[src/rtl/mem_read_seq.sv]
// rtl/mem_read_seq.sv - two-requester memory read sequencer with 4-phase ack handoff; optional ack timeout via MEM_RD_TIMEOUT_EN
module mem_read_seq #(
  parameter int MEM_LAT = 2
) (
  input  logic        clk,
  input  logic        rst_n,
  input  logic        req_instr,
  input  logic [7:0]  addr_instr,
  input  logic        req_cache,
  input  logic [7:0]  addr_cache,
  output logic        gnt_instr,
  output logic        gnt_cache,
  output logic        mem_en,
  output logic [7:0]  mem_addr,
  input  logic [13:0] mem_rdata,
  output logic [15:0] data_out,
  output logic [1:0]  PH0,
  input  logic        ack_instr,
  input  logic        ack_cache,
  output logic        err_timeout
);

  typedef enum logic [2:0] {IDLE, ISSUE, WAIT, PRESENT, SPACER} state_e;

  localparam logic [3:0] LAT_LAST = 4'(MEM_LAT - 1);
  localparam logic [1:0] PH_INSTR = 2'b10;
  localparam logic [1:0] PH_CACHE = 2'b00;
  localparam logic [1:0] PH_NONE  = 2'b01;

  state_e      state_q;
  logic        gnt_instr_q, gnt_cache_q, mem_en_q;
  logic [7:0]  mem_addr_q;
  logic [15:0] data_q;
  logic [1:0]  ph0_q;
  logic        sel_instr_q;   // granted side of the transfer in flight
  logic        last_instr_q;  // side granted most recently (0 = cache)
  logic [3:0]  cnt_q;
  logic        ai_s1_q, ai_s2_q, ac_s1_q, ac_s2_q;
  logic        ack_s;
  logic        win_instr_d;
  logic        tmo_hit;

  // Two-flop synchronizers for the asynchronous acks from both sides
  always_ff @(posedge clk or negedge rst_n) begin
    if (!rst_n) begin
      ai_s1_q <= 1'b0;
      ai_s2_q <= 1'b0;
      ac_s1_q <= 1'b0;
      ac_s2_q <= 1'b0;
    end else begin
      ai_s1_q <= ack_instr;
      ai_s2_q <= ai_s1_q;
      ac_s1_q <= ack_cache;
      ac_s2_q <= ac_s1_q;
    end
  end

  // Only the granted side's ack is allowed to move the handshake
  assign ack_s = sel_instr_q ? ai_s2_q : ac_s2_q;

  // Round-robin between two: a lone request wins, contention goes to the side not granted last
  assign win_instr_d = req_instr & (~req_cache | ~last_instr_q);

`ifdef MEM_RD_TIMEOUT_EN
  logic [7:0] tmo_q;
  logic       err_q;
  logic       waiting;

  assign waiting     = ((state_q == PRESENT) && !ack_s) || ((state_q == SPACER) && ack_s);
  assign tmo_hit     = waiting && (tmo_q == 8'd254);
  assign err_timeout = err_q;

  // Count cycles spent waiting for the awaited ack edge; the error flag stays set until reset
  always_ff @(posedge clk or negedge rst_n) begin
    if (!rst_n) begin
      tmo_q <= 8'd0;
      err_q <= 1'b0;
    end else begin
      tmo_q <= (waiting && !tmo_hit) ? tmo_q + 8'd1 : 8'd0;
      if (tmo_hit) err_q <= 1'b1;
    end
  end
`else
  assign tmo_hit     = 1'b0;
  assign err_timeout = 1'b0;
`endif

  // Sequencer: arbitrate, issue one read strobe, wait out the memory latency, present, then spacer
  always_ff @(posedge clk or negedge rst_n) begin
    if (!rst_n) begin
      state_q      <= IDLE;
      gnt_instr_q  <= 1'b0;
      gnt_cache_q  <= 1'b0;
      mem_en_q     <= 1'b0;
      mem_addr_q   <= 8'h00;
      data_q       <= 16'h0000;
      ph0_q        <= PH_NONE;
      sel_instr_q  <= 1'b0;
      last_instr_q <= 1'b0;
      cnt_q        <= 4'd0;
    end else begin
      gnt_instr_q <= 1'b0;
      gnt_cache_q <= 1'b0;
      mem_en_q    <= 1'b0;
      case (state_q)
        IDLE: begin
          if (req_instr || req_cache) begin
            state_q      <= ISSUE;
            gnt_instr_q  <= win_instr_d;
            gnt_cache_q  <= ~win_instr_d;
            mem_en_q     <= 1'b1;
            mem_addr_q   <= win_instr_d ? addr_instr : addr_cache;
            ph0_q        <= win_instr_d ? PH_INSTR : PH_CACHE;
            sel_instr_q  <= win_instr_d;
            last_instr_q <= win_instr_d;
            cnt_q        <= 4'd0;
          end
        end
        ISSUE: state_q <= WAIT;
        WAIT: begin
          if (cnt_q == LAT_LAST) begin
            data_q  <= {2'b10, mem_rdata};
            state_q <= PRESENT;
          end else begin
            cnt_q <= cnt_q + 4'd1;
          end
        end
        PRESENT: begin
          if (tmo_hit) begin
            data_q  <= 16'h0000;
            ph0_q   <= PH_NONE;
            state_q <= IDLE;
          end else if (ack_s) begin
            data_q  <= 16'h0000;
            state_q <= SPACER;
          end
        end
        SPACER: begin
          if (tmo_hit || !ack_s) begin
            ph0_q   <= PH_NONE;
            state_q <= IDLE;
          end
        end
        default: state_q <= IDLE;
      endcase
    end
  end

  assign gnt_instr = gnt_instr_q;
  assign gnt_cache = gnt_cache_q;
  assign mem_en    = mem_en_q;
  assign mem_addr  = mem_addr_q;
  assign data_out  = data_q;
  assign PH0       = ph0_q;

endmodule

[config.mk]
export PLATFORM = sky130hd
export DESIGN_NAME = mem_read_seq
export DESIGN_NICKNAME = d
export VERILOG_FILES = /design/src/rtl/mem_read_seq.sv
export SDC_FILE = /design/constraint.sdc
export NUM_CORES = 1
export LEC_CHECK = 0
export CORE_MARGIN = 5
export CORE_UTILIZATION = 51
export CTS_CLUSTER_SIZE = 14
export DETAILED_ROUTE_END_ITERATION = 12
export DONT_BUFFER_PORTS = 1
export HOLD_SLACK_MARGIN = 0.03
export PLACE_DENSITY = 0.7
export SLEW_MARGIN = 30
export SYNTH_ARGS = -nofsm -noshare
export SYNTH_HDL_FRONTEND = slang
export SYNTH_SLANG_ARGS = --single-unit
[constraint.sdc]
create_clock -name clk -period 2.5 [get_ports clk]
set_input_delay 0.5 -clock clk [delete_from_list [all_inputs] [get_ports clk]]
set_output_delay 0.5 -clock clk [all_outputs]
set_load 0.05 [all_outputs]
==> results.py <==
metrics = {
    "cells_and_area": {
        "nets": 196,
        "final_layout_size_suffix_gt1_frac": 0.119,
        "most-common-layout-cells": "dfrtp_1, o21ai_0, inv_1, mux2i_1",
        "n_antenna_cell": 0,
        "syn2layout_area_growth_pct": 4.49,
        "stdcell_count": 205,
        "commonest_non_fill_non_tap_cell_in_the_layout": "dfrtp_1",
        "utilization": 0.558,
    },
    "placement": {
        "gp_routability_congestion": 0.756,
        "detailedPlacementHpwl_mm": 2.60,
        "place.detailed.instances": 195,
        "placement.io_buffers": 0,
        "pre_cts_slack_ns": 0.575,
    },
    "synth": {
        "async_reset_ff_frac": 1.00,
        "synth_compound_area_frac": 0.162,
        "yosys_warnings": 0,
        "ys_seq_elements": 40,
        "synth.area.mux_share": 0.0947,
        "synth_top_family_by_area": "compound AO/OA/AOI/OAI gates",
        "yosys.area_share.xor_xnor": 0,
        "synth_ff_type": "dfrtp_1",
        "post_synth_and_or_nand_nor_area_fraction": 0.0926,
        "postSynthAreaPerCell_um2": 11.4,
        "synth-edff-count": 0,
        "synth_cells": 159,
        "synth_sequential_area_ratio": 0.554,
        "synthesis.area_um2": 1810,
        "unique_cell_type_count_in_the_yosys_netlist": 35,
        "synth_adder_area_share": 0.0138,
    },
    "flow_run": {
        "max-cap-violations": 0,
    },
    "cts": {
        "worstSkewPairLatency_ns": 0.34,
        "tritoncts_num_sinks": 40,
        "postCtsHoldBufs": 2,
        "cts-buffers-inserted": 5,
        "worst_setup_hold_path_clk_slew_ns": 0.11,
        "htree_num_levels": 2,
        "cts_tree": "built",
        "clockRootBuffer": "clkbuf_4",
        "post_cts.repair.setup_buffers": 0,
        "ctsResizeCount": 0,
        "clk_path_buf_depth": 2,
    },
    "pwr": {
        "net-switching-power_w": 0.00151,
        "pwr_density_cell_nw_per_um2": 1540,
        "power.clock.fraction": 0.115,
        "power.internal_w": 0.00141,
        "design_power_total_w": 0.00291,
        "power.leakage_nw": 0.972,
        "netSwitchingFraction": 0.517,
        "p_seq_frac": 0.623,
        "max-vdd-ir-drop_v": 0.000669,
        "share_comb_of_total_power": 0.262,
    },
    "grt": {
        "grt_first_pass_wirelength_mm": 5.77,
        "track_usage": 0.152,
        "met3_track_usage_gr": 0.0551,
        "first_global_vias": 1179,
        "gr-total-overflow": 0,
        "grtUsageMet2": 0.239,
        "most_used_layer_global_route": "met2",
        "grt_use_met1": 0.181,
        "antenna_found_initial": 0,
        "grt_max_degree": 41,
    },
    "die": {
        "fp.dieArea_um2": 4840,
        "floorplan.io_pins": 66,
        "row_count": 21,
        "fp.dieW_um": 69.6,
        "fp.dieH_um": 69.6,
        "std_cell_core_area_um2": 3390,
        "initial_standard_cell_utilization_of_the_core": 0.534,
    },
    "sta": {
        "finalSetupViolCount": 0,
        "final.setup_skew_ns": 0.0102,
        "hold_violations": 0,
        "report.final.slew_viol_count": 0,
        "worst_pin_slew_ns": 0.748,
        "fin_ws_ns": 0.595,
        "min_period_over_period": 0.762,
        "timing.fmax_mhz": 525,
        "max_slew_headroom": 0.500,
        "period_needed_ns": 1.90,
        "rsz0062_at_grt": "no",
        "final_tns_setup_ns": 0,
    },
    "route": {
        "vias": 1165,
        "detailed_route_iter0_violations": 37,
        "via_per_inst": 5.68,
        "drtPass1Iterations": 4,
        "detail-route-antenna-nets": 0,
        "detail_route.wl_per_cell_um": 17.0,
        "totalWireLength_mm": 3.49,
        "detail_route.drc_violations": 0,
    },
    "critical_path": {
        "critical_path_required_ns": 2.75,
        "critPathCaptureType": "register",
        "slowest_stage": "nand2_1",
        "crit_fanout": 15,
        "biggest_cell_delay_along_the_critical_path_ns": 0.52,
        "critical_path.startpoint_type": "register",
        "critical_path.cell_chain": "inv_1, ha_1, nor3b_2, nand2_1, mux2i_1",
        "timing.critical_path.arrival_ns": 2.16,
        "critical_path_class": "register to register",
    },
    "worst_hold_path": {
        "hold_path_class": "input port to register",
    },
    "outcome": {
        "outcome": "finished, final reports clean",
    },
}
==> cell usage after synthesis, types with 4 or more instances <==
| cell type | instances | area (um^2) |
|---|---|---|
| a221o_1 | 8 | 80.1 |
| buf_2 | 4 | 20.0 |
| buf_4 | 4 | 30.0 |
| dfrtp_1 | 39 | 976 |
| inv_1 | 18 | 67.6 |
| mux2i_1 | 16 | 160 |
| nand2_1 | 6 | 22.5 |
| nor2_1 | 4 | 15.0 |
| o21a_1 | 8 | 60.1 |
| o21ai_0 | 20 | 100 |
==> layout make-up <==
| cell class | instances | area [um^2] |
|---|---|---|
| Sequential cell | 40 | 1000 |
| Clock buffer | 7 | 55.1 |
| Fill cell | 295 | 1500 |
| Timing Repair Buffer | 3 | 37.5 |
| Clock inverter | 1 | 7.51 |
| Tap cell | 46 | 57.6 |
| Multi-Input combinational cell | 90 | 664 |
| Inverter | 18 | 67.6 |
==> power by group through the flow <==
stage                     logic (W)  clock network [W]  registers (W)
after floorplan            0.000728                  0        0.00173
after global placement     0.000707                  0        0.00182
after detailed placement   0.000753                  0        0.00184
after CTS                  0.000773           0.000349        0.00182
after global routing       0.000856           0.000375        0.00185
final                      0.000762           0.000336        0.00181
==> sequential cells by signal, summed over array words and instances (netlist names) <==
register	flops
PH0	2
ac_s1_q	1
ac_s2_q	1
ai_s1_q	1
ai_s2_q	1
cnt_q	4
data_out	15
gnt_cache	1
gnt_instr	1
last_instr_q	1
mem_addr	8
mem_en	1
state_q	3
==> worst paths after layout <==
| check | startpoint | endpoint | slack [ns] | cells past startpoint |
|---|---|---|---|---|
| worst max-delay path | cnt_q[1] | data_out[9] | 0.60 | 5 |
| worst min-delay path | ack_instr | ai_s1_q | 0.18 | 0 |
| worst max register to register | cnt_q[1] | data_out[9] | 0.60 | 5 |
| worst min register to register | ai_s1_q | ai_s2_q | 0.36 | 0 |
| max in group asynchronous | rst_n | PH0[0] | 1.66 | 2 |
| min in group asynchronous | rst_n | data_out[12] | 0.59 | 2 |
==> kinds of logic after synthesis <==
family                     Yosys count
and+or+nand+nor                     27
buffers and inverters               30
AOI/OAI and AO/OA                   42
adders and majority gates            2
muxes                               17
DFF                                 40
other                                1
==> metrics by stage <==
stage / instance area [um^2] / hold WS [ns]
2_1_floorplan: 1810 / 0.204
3_3_place_gp: 1800 / 0.205
3_5_place_dp: 1800 / 0.205
4_1_cts: 1890 / 0.165
5_1_grt: 1890 / 0.149
6_report: 1890 / 0.180
==> per-layer routing <==
metal,part of all wire,up-vias
li1,-,545
met1,0.38,575
met2,0.52,38
met3,0.070,7
met4,0.022,0
met5,0,-
==> critical path: cells and delay by family (launching register included) <==
kind / cells / cell delay, ns
flip-flops: 1 / 0.43
AND/OR/NAND/NOR: 2 / 0.83
multiplexers: 1 / 0.33
adder cells (fa/ha/maj): 1 / 0.14
buffers and inverters: 1 / 0.08
No activity file was read; power rests on OpenSTA's default activity.
